--- src/rtl/axi_stream_input.sv ---
// AXI-Stream slave that lands NPU input tensors in the input SRAM through a 2-entry skid FIFO.
// Optional tlast checking is compiled in with `define AXIS_IN_LAST_CHECK_EN.
module axi_stream_input #(
    parameter int MAX_ADDR_WIDTH     = 13,
    parameter int SRAM_WIDTH_I       = 64,
    parameter int NUM_CHANNELS_WIDTH = 7
) (
    input  logic                          s_axis_aclk,
    input  logic                          s_axis_areset,
    input  logic [SRAM_WIDTH_I-1:0]       s_axis_tdata,
    input  logic                          s_axis_tvalid,
    output logic                          s_axis_tready,
    input  logic                          s_axis_tlast,
    input  logic [NUM_CHANNELS_WIDTH-1:0] s_axis_tuser,
    output logic                          sram_in_en,
    output logic                          sram_in_we,
    output logic [MAX_ADDR_WIDTH-1:0]     sram_in_addr,
    output logic [SRAM_WIDTH_I-1:0]       sram_in_data,
    input  logic                          sram_in_stall,
    input  logic                          start_input,
    input  logic [MAX_ADDR_WIDTH-1:0]     in_size,
    input  logic [3:0]                    groups,
    output logic [NUM_CHANNELS_WIDTH-1:0] channels,
    output logic                          input_done,
    output logic                          err_last
);

    localparam int CW = MAX_ADDR_WIDTH + 4;

    typedef enum logic [1:0] {
        S_IDLE  = 2'd0,
        S_RECV  = 2'd1,
        S_DRAIN = 2'd2,
        S_DONE  = 2'd3
    } state_t;

    state_t                        state_q, state_d;
    logic                          start_prev_q;
    logic [MAX_ADDR_WIDTH-1:0]     in_size_q, in_size_d;
    logic [3:0]                    groups_q, groups_d;
    logic [CW-1:0]                 elem_cnt_q, elem_cnt_d;
    logic [MAX_ADDR_WIDTH-1:0]     wr_addr_q, wr_addr_d;
    logic [SRAM_WIDTH_I-1:0]       mem_q [2];
    logic [SRAM_WIDTH_I-1:0]       mem_d [2];
    logic                          wr_ptr_q, wr_ptr_d;
    logic                          rd_ptr_q, rd_ptr_d;
    logic [1:0]                    count_q, count_d;
    logic                          tready_q, tready_d;
    logic                          en_q, en_d;
    logic [MAX_ADDR_WIDTH-1:0]     addr_q, addr_d;
    logic [SRAM_WIDTH_I-1:0]       data_q, data_d;
    logic [NUM_CHANNELS_WIDTH-1:0] channels_q, channels_d;
    logic                          first_q, first_d;
    logic                          done_q, done_d;
`ifdef AXIS_IN_LAST_CHECK_EN
    logic                          err_last_q, err_last_d;
`endif

    logic          arm, active, abort, accept, pop, final_beat, end_beat;
    logic [CW-1:0] cnt_next;

    always_comb begin
        arm        = start_input && !start_prev_q;
        active     = (state_q == S_RECV) || (state_q == S_DRAIN);
        abort      = active && !start_input;
        accept     = s_axis_tvalid && tready_q && (state_q == S_RECV) && !abort;
        pop        = active && !abort && (count_q != 2'd0) && !sram_in_stall;
        cnt_next   = elem_cnt_q + CW'(groups_q);
        final_beat = cnt_next >= CW'(in_size_q);
`ifdef AXIS_IN_LAST_CHECK_EN
        end_beat   = final_beat || s_axis_tlast;
`else
        end_beat   = final_beat;
`endif

        state_d    = state_q;
        in_size_d  = in_size_q;
        groups_d   = groups_q;
        elem_cnt_d = elem_cnt_q;
        wr_addr_d  = wr_addr_q;
        mem_d      = mem_q;
        wr_ptr_d   = wr_ptr_q;
        rd_ptr_d   = rd_ptr_q;
        count_d    = count_q;
        en_d       = 1'b0;
        addr_d     = addr_q;
        data_d     = data_q;
        channels_d = channels_q;
        first_d    = first_q;
`ifdef AXIS_IN_LAST_CHECK_EN
        err_last_d = err_last_q;
`endif

        case (state_q)
            S_IDLE: begin
                if (arm) begin
                    in_size_d  = in_size;
                    groups_d   = (groups == 4'd0) ? 4'd1 : groups;
                    elem_cnt_d = '0;
                    wr_addr_d  = '0;
                    first_d    = 1'b1;
`ifdef AXIS_IN_LAST_CHECK_EN
                    err_last_d = 1'b0;
`endif
                    state_d    = (in_size == '0) ? S_DONE : S_RECV;
                end
            end
            S_RECV: begin
                if (abort) begin
                    state_d = S_IDLE;
                end else if (accept) begin
                    elem_cnt_d = cnt_next;
                    if (first_q) begin
                        channels_d = s_axis_tuser;
                        first_d    = 1'b0;
                    end
`ifdef AXIS_IN_LAST_CHECK_EN
                    // Early tlast and missing tlast on the final beat are both mismatches.
                    if (s_axis_tlast != final_beat) err_last_d = 1'b1;
`endif
                    if (end_beat) state_d = S_DRAIN;
                end
            end
            S_DRAIN: begin
                if (abort) state_d = S_IDLE;
                else if (count_q == 2'd0) state_d = S_DONE;
            end
            S_DONE: begin
                state_d = S_IDLE;
            end
            default: state_d = S_IDLE;
        endcase

        if (abort) begin
            count_d  = 2'd0;
            wr_ptr_d = 1'b0;
            rd_ptr_d = 1'b0;
        end else begin
            if (accept) begin
                mem_d[wr_ptr_q] = s_axis_tdata;
                wr_ptr_d        = !wr_ptr_q;
            end
            if (pop) begin
                en_d      = 1'b1;
                addr_d    = wr_addr_q;
                data_d    = mem_q[rd_ptr_q];
                rd_ptr_d  = !rd_ptr_q;
                wr_addr_d = wr_addr_q + MAX_ADDR_WIDTH'(groups_q);
            end
            count_d = count_q + 2'(accept) - 2'(pop);
        end

        // tready is registered, so it looks at the occupancy the FIFO will have next cycle.
        tready_d = (state_d == S_RECV) && (count_d != 2'd2);
        done_d   = (state_d == S_DONE);
    end

    always_ff @(posedge s_axis_aclk or posedge s_axis_areset) begin
        if (s_axis_areset) begin
            state_q      <= S_IDLE;
            start_prev_q <= 1'b0;
            in_size_q    <= '0;
            groups_q     <= '0;
            elem_cnt_q   <= '0;
            wr_addr_q    <= '0;
            mem_q[0]     <= '0;
            mem_q[1]     <= '0;
            wr_ptr_q     <= 1'b0;
            rd_ptr_q     <= 1'b0;
            count_q      <= 2'd0;
            tready_q     <= 1'b0;
            en_q         <= 1'b0;
            addr_q       <= '0;
            data_q       <= '0;
            channels_q   <= '0;
            first_q      <= 1'b0;
            done_q       <= 1'b0;
`ifdef AXIS_IN_LAST_CHECK_EN
            err_last_q   <= 1'b0;
`endif
        end else begin
            state_q      <= state_d;
            start_prev_q <= start_input;
            in_size_q    <= in_size_d;
            groups_q     <= groups_d;
            elem_cnt_q   <= elem_cnt_d;
            wr_addr_q    <= wr_addr_d;
            mem_q        <= mem_d;
            wr_ptr_q     <= wr_ptr_d;
            rd_ptr_q     <= rd_ptr_d;
            count_q      <= count_d;
            tready_q     <= tready_d;
            en_q         <= en_d;
            addr_q       <= addr_d;
            data_q       <= data_d;
            channels_q   <= channels_d;
            first_q      <= first_d;
            done_q       <= done_d;
`ifdef AXIS_IN_LAST_CHECK_EN
            err_last_q   <= err_last_d;
`endif
        end
    end

    assign s_axis_tready = tready_q;
    assign sram_in_en    = en_q;
    assign sram_in_we    = en_q;
    assign sram_in_addr  = addr_q;
    assign sram_in_data  = data_q;
    assign channels      = channels_q;
    assign input_done    = done_q;
`ifdef AXIS_IN_LAST_CHECK_EN
    assign err_last      = err_last_q;
`else
    assign err_last      = 1'b0;
    logic unused_tlast;
    assign unused_tlast  = s_axis_tlast;
`endif

endmodule

--- config.mk ---
export PLATFORM = sky130hd
export DESIGN_NAME = axi_stream_input
export DESIGN_NICKNAME = d
export VERILOG_FILES = /design/src/rtl/axi_stream_input.sv
export SDC_FILE = /design/constraint.sdc
export NUM_CORES = 1
export LEC_CHECK = 0
export ABC_CLOCK_PERIOD_IN_PS = 16600
export BUFFER_PORTS_ARGS = -buffer_cell sky130_fd_sc_hd__clkbuf_2
export CORE_UTILIZATION = 54
export CTS_CLUSTER_DIAMETER = 40
export CTS_CLUSTER_SIZE = 30
export DETAILED_ROUTE_END_ITERATION = 8
export PLACE_DENSITY = 0.76
export SLEW_MARGIN = 10
export SYNTH_ARGS = -nofsm -noshare
export SYNTH_HDL_FRONTEND = slang
export SYNTH_SLANG_ARGS = --single-unit
--- constraint.sdc ---
create_clock -name s_axis_aclk -period 16.6 [get_ports s_axis_aclk]
set_input_delay 2.49 -clock s_axis_aclk [delete_from_list [all_inputs] [get_ports s_axis_aclk]]
set_output_delay 2.49 -clock s_axis_aclk [all_outputs]
set_load 0.02 [all_outputs]
# [Word level (Yosys, flattened, before mapping)]
# Cells that the tools add are included.
[op_classes] n_addsub=4 n_lt_le_gt_ge=4 n_eq_ne=9 muxes=34 n_bitwise=3 reduce_logical=30
[ops] op="64-bit two-way mux" n=4
[ops] op="128-bit bitwise mux" n=1
[ops] op="64-bit demux with 1-bit select" n=1
[ops] op="13-bit two-way mux" n=4
[ops] op="17-bit two-way mux" n=3
[ops] op="17-bit one-hot mux with 2 select lines" n=1
[ops] op="17-bit by 4-bit adder with 17-bit output" n=1
[ops] op="17-bit by 13-bit >= comparator with 1-bit output" n=1
[ops] op="2-bit two-way mux" n=8
[ops] op="13-bit by 4-bit adder with 13-bit output" n=1
[ops] op="13-bit logical NOT" n=1
[ops] op="1-bit logical AND" n=10
[ops] op="1-bit two-way mux" n=9
[ops] op="2-bit != test, second input constant" n=4
[ops] op="2-bit one-hot mux with 4 select lines" n=1
[ops] op="4-bit AND reduction" n=2
[ops] op="2-bit nonzero test" n=4
[ops] op="2-bit == test, second input constant" n=3
[ops] op="1-bit logical NOT" n=6
[ops] op="2-bit AND reduction" n=3
[ops] op="2-bit by 1-bit == test with 1-bit output, second input constant" n=2
[ops] op="2-bit >= comparator, second input constant" n=2
[ops] op="2-bit logical NOT" n=2
[ops] op="4-bit logical NOT" n=1
[ops] op="8 further kinds" n=9
[word_totals] register_bits=270 input_bits=94 output_inout_bits=89 wordCells=102

# [Depth between registers and ports, before layout]
# Gate-level depths: netlist of the first run.
[depth] word_depth=11 mapped_depth=16 ltp_nobuf=16

# [Worst setup path before layout of the first run]
# OpenSTA, ideal clock, no wires.
[synth_path] path_kind="in2reg" start="input start_input" end="register tready_q, in the netlist s_axis_tready" setup_time_ps=123 t_arrival_ps=4451 t_required_ps=16477 setup_slack_ps=12026 path_stages=13 cell_sequence="nand2_1 -> or3_1 -> clkbuf_1 -> buf_2 -> buf_1 -> inv_1 -> ha_1 -> inv_1 -> ha_1 -> xor2_1 -> xnor2_1 -> nor3_1 -> nor3_2"
[synth_between] elab_chain_cells=10
[synth_rtl] element="from (decl)" line_no="20" source="input logic start_input,"
[synth_rtl] element="parallel branches: the longest is 9 deep, another holds 2-bit by 1-bit adder with 2-bit output"
[synth_rtl] element="1-bit logical AND (*)" line_no="154" source="tready_d = (state_d == S_RECV) && (count_d != 2'd2);"
[synth_rtl] element="net tready_d" line_no="48" source="logic tready_q, tready_d;"
[synth_rtl] element="to (signal assigned)" line_no="192" source="tready_q <= tready_d;"
[synth_rtl] element="to (decl)" line_no="48"
# Mark *: on every way through the listed nets, which the timed path passes.
# A chain may end at the register's enable or synchronous reset.

# [Final worst setup path of the first run]
# Ends and elaborated chain as after synthesis.

==> results.py, run 1 <==
metrics = {
    "drt": {
        "wl_per_cell_um": 16.57,
        "vias_per_cell": 5.361,
        "drtPass1Iterations": 4,
        "postRouteAntennaNets": 0,
        "vias": 7950,
        "first_iter_violations": 320,
        "drc": 0,
        "wirelength_um": 24570,
    },
    "floorplan": {
        "die_h_um": 150.4,
        "die-area_mm2": 0.02262,
        "start_util_pct": 55.87,
        "ioPinCount": 183,
        "num_rows": 53,
        "coreArea_mm2": 0.02129,
        "die-width_um": 150.4,
    },
    "clocking": {
        "clk_path_buf_depth": 3,
        "clock_latency_ns": 0.52,
        "cts_root_buffer": "clkbuf_16",
        "cts.sink_count": 270,
        "cts_tree": "done",
        "cts_hold_buffers": 0,
        "cts.repair.resized": 0,
        "cts_made_buffers": 38,
        "cts_setup_buffers": 0,
        "cts_max_level": 2,
        "clk_pin_slew_ns": 0.05,
    },
    "placed_design": {
        "place_congestion": 0.7605,
        "port_buffers": 180,
        "dp_hpwl_um": 15600,
    },
    "layout": {
        "final_cell_mix": "dfrtp_1, clkbuf_2, nand2_1",
        "area_growth_syn_to_layout_pct": 20.25,
        "utilization_pct": 67.19,
        "layout_commonest_cell": "dfrtp_1",
        "nets": 1301,
        "diodes": 0,
        "drive_gt1_share_pct": 33.36,
    },
    "grt": {
        "grt_max_degree": 121,
        "antenna_found_initial": 0,
        "grt_pass1_wl_um": 40340,
        "grt_use_total_pct": 22.62,
        "grt_overflow": 0,
        "grt_pass1_vias": 8046,
    },
    "setup_path": {
        "critical_path.max_fanout": 91,
        "crit_arrival_ns": 5.30,
        "required_ns": 16.99,
        "r2r_cells": 16,
        "cp-start-kind": "input port",
        "endpoint_kind": "register",
        "critPathKind": "in2reg",
    },
    "logic_synthesis": {
        "syn_area_per_cell_um2": 11.83,
        "synthFlopType": "dfrtp_1",
        "synth_edf_count": 0,
        "syn_area_mm2": 0.01189,
        "synthesis.nets": 1127,
        "synthArstFlopShare_pct": 100.0,
        "syn_inst": 1005,
        "synth_seq_area_share_pct": 56.81,
        "synth_seq_cells": 270,
        "yosys_warnings": 0,
        "synth_cell_type_count": 54,
    },
    "power": {
        "irDropWorstVdd_uv": 114.4,
        "static-leakage-power_nw": 6.996,
        "p_per_area_mw_per_mm2": 196.0,
    },
    "sta": {
        "rsz0062_at_grt": "false",
        "hold_viol": 0,
        "worstMarginPinSlew_ns": 1.111,
        "setup_viol": 0,
        "tns_ns": 0,
        "slew_violations": 0,
        "clock_skew_ns": 0.01962,
        "slew_headroom_pct": 25.74,
        "finalCritPeriodShare_pct": 29.57,
        "period_needed_ns": 4.908,
        "fmax_mhz": 203.7,
    },
    "job": {
        "max_cap_violations": 0,
    },
    "outcome": {
        "status": "completed",
    },
    "hold_path": {
        "holdPathStages": 2,
        "hp-class": "reg2reg",
    },
}
==> worst paths after layout <==
| check | start | slack, ns | end |
|---|---|---|---|
| worst min register to register | sram_in_addr[0] | 0.47 | sram_in_addr[0] |
| worst max-delay path | start_input | 11.69 | s_axis_tready |
| worst min-delay path | sram_in_addr[0] | 0.47 | sram_in_addr[0] |
| worst max register to register | groups_q[0] | 12.72 | input_done |
| min in group asynchronous | s_axis_areset | 2.15 | mem_q[113] |
| max in group asynchronous | s_axis_areset | 12.90 | mem_q[97] |
==> stage by stage <==
stage / hold WS (ns) / cells / worst slack, ns / power (mW) / area (µm²)
after CTS: 0.4746 / 1483 / 11.71 / 2.835 / 14300
after floorplan: 0.4448 / 1005 / 6.671 / 1.736 / 11890
after global placement: 0.4608 / 1414 / 11.17 / 1.941 / 12970
after detailed placement: 0.4620 / 1414 / 11.17 / 1.987 / 12970
final: 0.4701 / 1483 / 11.69 / 2.804 / 14300
after global routing: 0.4995 / 1483 / 11.44 / 2.986 / 14300
==> flip-flops by register name, indices dropped and copies added, names as in the netlist <==
signal / cells
sram_in_addr: 13
wr_ptr_q: 1
groups_q: 4
mem_q: 128
count_q: 2
channels: 7
state_q: 2
sram_in_data: 64
input_done: 1
s_axis_tready: 1
rd_ptr_q: 1
in_size_q: 13
sram_in_en: 1
first_q: 1
wr_addr_q: 13
elem_cnt_q: 17
start_prev_q: 1
==> area by class of cell <==
cell class | instances | area (µm²)
fill | 1588 | 6984
sequential | 270 | 6760
multi-input combinational | 654 | 4798
clock buffer | 47 | 1099
timing repair buffer | 187 | 953.4
tap | 275 | 344.1
clock inverter | 22 | 235.2
inverter | 28 | 112.6
==> routing by layer <==
layer	global-route usage (%)	vias to the layer above	wire length, µm
met4	8.384	0	611
met3	5.212	46	1422
met2	37.30	178	11870
met5	0.4545	-	0
met1	29.02	3891	10670
li1	-	3835	-
==> worst max-delay path, stage by stage <==
cell	delay, ns
clkbuf_2	0.14
nand2_1	0.09
or3_4	0.52
buf_4	0.77
inv_1	0.11
ha_1	0.30
inv_1	0.04
ha_1	0.17
xor2_1	0.15
xnor2_1	0.14
nor3_1	0.21
nor3_2	0.06
==> cells in the mapped netlist, drive strengths merged, types with 2 or more instances <==
cell type,count,area share (%)
a22o,13,0.96
a21o,9,0.57
a211oi,2,0.13
nor4,2,0.23
nor2,20,0.67
and2,4,0.21
nand2,170,5.4
clkbuf,23,0.74
a31oi,3,0.16
xor2,9,0.66
nand3,15,0.63
dfrtp,270,57
and3,7,0.41
nand4,5,0.32
fa,2,0.34
buf,30,1.4
a21oi,13,0.58
nor3,12,0.55
o21ai,98,4.2
or3,3,0.16
mux2,139,13
nand2b,5,0.26
a41oi,2,0.15
inv,28,0.88
mux2i,72,6.1
ha,26,2.7
xnor2,9,0.73
nor2b,4,0.23
==> power breakdown <==
part / leakage (nW) / internal [mW] / total [mW] / switching (mW)
Clock: 0.651 / 0.513 / 0.828 / 0.315
Sequential: 3.39 / 0.934 / 1.10 / 0.168
Combinational: 2.95 / 0.403 / 0.874 / 0.471
Total: 7.00 / 1.85 / 2.80 / 0.954
==> kinds of logic (layout without fill, tap and decap cells) <==
family	Yosys count	in the layout	synth area share (%)
other cells	1	1	0.03153
xor+xnor	18	18	1.389
simple gates	250	250	9.226
mux	211	211	19.22
buf+inv	81	284	2.998
fa+ha+maj	28	28	3.072
flops	270	270	56.81
compound gates	146	146	7.259
No activity file was read; power rests on OpenSTA's default activity.
==> run 2: changes to the inputs <==
--- a/config.mk
+++ b/config.mk
@@ -5,7 +5,7 @@
 export SDC_FILE = /design/constraint.sdc
 export NUM_CORES = 1
 export LEC_CHECK = 0
-export ABC_CLOCK_PERIOD_IN_PS = 16600
+export ABC_CLOCK_PERIOD_IN_PS = 4900
 export BUFFER_PORTS_ARGS = -buffer_cell sky130_fd_sc_hd__clkbuf_2
 export CORE_UTILIZATION = 54
 export CTS_CLUSTER_DIAMETER = 40
==> constraint.sdc (replaced) <==
create_clock -name s_axis_aclk -period 4.9 [get_ports s_axis_aclk]
set_input_delay 0.735 -clock s_axis_aclk [delete_from_list [all_inputs] [get_ports s_axis_aclk]]
set_output_delay 0.735 -clock s_axis_aclk [all_outputs]
set_load 0.02 [all_outputs]
==> results.py, run 2 (same netlist as run 1, synthesis figures left out) <==
metrics = {
    "placed_design": {
        "place_congestion": 0.7814,
        "port_buffers": 180,
        "dp_hpwl_um": 15290,
        "dpl_worst_slack_ns": 1.070,
        "place_area_mm2": 0.01301,
    },
    "layout": {
        "layout_commonest_cell": "dfrtp_1",
        "final_cell_area_mm2": 0.01427,
        "final_cell_mix": "dfrtp_1, clkbuf_2, nand2_1",
        "top_register": "mem_q",
        "largest_reg_flops": 128,
        "nets": 1301,
        "diodes": 0,
        "drive_gt1_share_pct": 32.95,
        "area_growth_syn_to_layout_pct": 20.01,
    },
    "clocking": {
        "clk_pin_slew_ns": 0.06,
        "clk_path_buf_depth": 3,
        "cts_max_level": 2,
        "cts_tree": "done",
        "cts_hold_buffers": 0,
        "cts_setup_buffers": 0,
        "cts.repair.resized": 0,
        "cts.sink_count": 270,
        "cts_made_buffers": 35,
        "clock_latency_ns": 0.50,
        "cts_root_buffer": "clkbuf_16",
    },
    "setup_path": {
        "r2r_end": "s_axis_tready",
        "critPathKind": "reg2reg",
        "crit_chain": "ha_1, inv_1, fa_1, nand2b_1, a21oi_2, and3_1, nand3_1, xnor2_1, ha_1, a21oi_1, o21ai_0, a41oi_1, a21oi_1, nor4_4, o21ai_2, nor3_2",
        "cpPeakStageDelay_ns": 0.40,
        "cp-start-kind": "register",
        "endpoint_kind": "register",
        "cp_num_buf_inv": 1,
        "r2r_cells": 16,
        "rrSetupSlack_ns": 1.03,
        "critical_path.max_fanout": 9,
        "critPathTopFamily": "simple AND/OR/NAND/NOR gates",
        "r2r_start": "groups_q[0]",
        "required_ns": 5.31,
        "crit_arrival_ns": 4.28,
        "crit_path_top_delay_cell": "fa_1",
        "critical_path_depth": 16,
    },
    "sta": {
        "slew_violations": 0,
        "slew_headroom_pct": 29.46,
        "tns_ns": 0,
        "rsz0062_at_grt": "false",
        "setup_viol": 0,
        "clock_skew_ns": 0.01827,
        "worstMarginPinSlew_ns": 1.054,
        "hold_viol": 0,
        "fmax_mhz": 258.4,
        "period_needed_ns": 3.870,
        "fin_ws_ns": 1.030,
        "finalCritPeriodShare_pct": 78.98,
    },
    "power": {
        "p_switching_mw": 3.131,
        "p_per_area_mw_per_mm2": 660.1,
        "irDropWorstVdd_uv": 408.1,
        "internal_power_mw": 6.290,
        "swShare_pct": 33.23,
        "power.share.clock_pct": 28.9,
        "p_comb_share_pct": 31.6,
        "static-leakage-power_nw": 6.960,
        "seqPwrFrac_pct": 39.5,
    },
    "floorplan": {
        "ioPinCount": 183,
        "die_h_um": 150.4,
        "die-width_um": 150.4,
        "start_util_pct": 55.87,
        "coreArea_mm2": 0.02129,
        "die-area_mm2": 0.02262,
        "num_rows": 53,
    },
    "grt": {
        "grt_max_degree": 154,
        "grt_pass1_wl_um": 39290,
        "grt_overflow": 0,
        "grt_use_total_pct": 21.83,
        "antenna_found_initial": 0,
        "grt_pass1_vias": 8050,
    },
    "drt": {
        "drc": 0,
        "vias_per_cell": 5.360,
        "postRouteAntennaNets": 0,
        "wirelength_um": 23920,
        "first_iter_violations": 308,
        "wl_per_cell_um": 16.16,
        "drtPass1Iterations": 4,
        "vias": 7933,
    },
    "job": {
        "max_cap_violations": 0,
    },
    "outcome": {
        "status": "completed",
    },
    "hold_path": {
        "hp-class": "in2async",
    },
}
[run 2: cell types whose count changed in the layout (fill, tap and decap cells not counted), sizes merged]
cell	delta
buf	+3
bufinv	+4
clkbuf	-3
clkinv	-2
clkinvlp	+1
inv	-6
[run 2: worst min-delay path, stage by stage]
cell and delay (ns):
clkbuf_2 0.10, clkinvlp_4 0.10, buf_12 0.43
[run 2: routing by layer]
layer	GRT usage (%)	vias up	share of wire (%)
li1	-	3824	-
met1	28.54	3896	44
met2	35.39	167	48
met3	5.333	46	5.7
met4	7.828	0	2.6
met5	0	-	0
[run 2: worst max-delay path by stage]
stage	start	slack (ns)	end
after floorplan	s_axis_areset	0.60	channels[0]
after global placement	groups_q[0]	1.16	input_done
after detailed placement	groups_q[0]	1.07	s_axis_tready
after CTS	groups_q[0]	1.02	s_axis_tready
after global routing	groups_q[0]	0.76	s_axis_tready
final	groups_q[0]	1.03	s_axis_tready
[run 2: layout make-up]
type                       count  area [µm²]
clock buffer                  44       982.2
clock inverter                19       284.0
tap                          275       344.1
timing repair buffer         190        1001
multi-input combinational    654        4793
sequential                   270        6760
inverter                      28       108.9
fill                        1621        7013
[run 2: power by group through the flow]
stage / sequential [mW] / clock, mW / combinational [mW]
2_1_floorplan: 3.90 / 0 / 1.98
3_3_place_gp: 3.70 / 0 / 2.90
3_5_place_dp: 3.75 / 0 / 2.98
4_1_cts: 3.73 / 2.77 / 3.02
5_1_grt: 3.85 / 2.86 / 3.30
6_report: 3.72 / 2.72 / 2.98
[run 2: per-stage QoR]
step           instances  power (mW)  utilization, %  hold WS, ns
3_3_place_gp        1417       6.594           61.11       0.4596
6_report            1480       9.422           67.05       0.4167
5_1_grt             1480       10.02           67.05       0.4496
2_1_floorplan       1005       5.880               -       0.4448
4_1_cts             1480       9.524           67.05       0.4273
3_5_place_dp        1417       6.733           61.11       0.4692
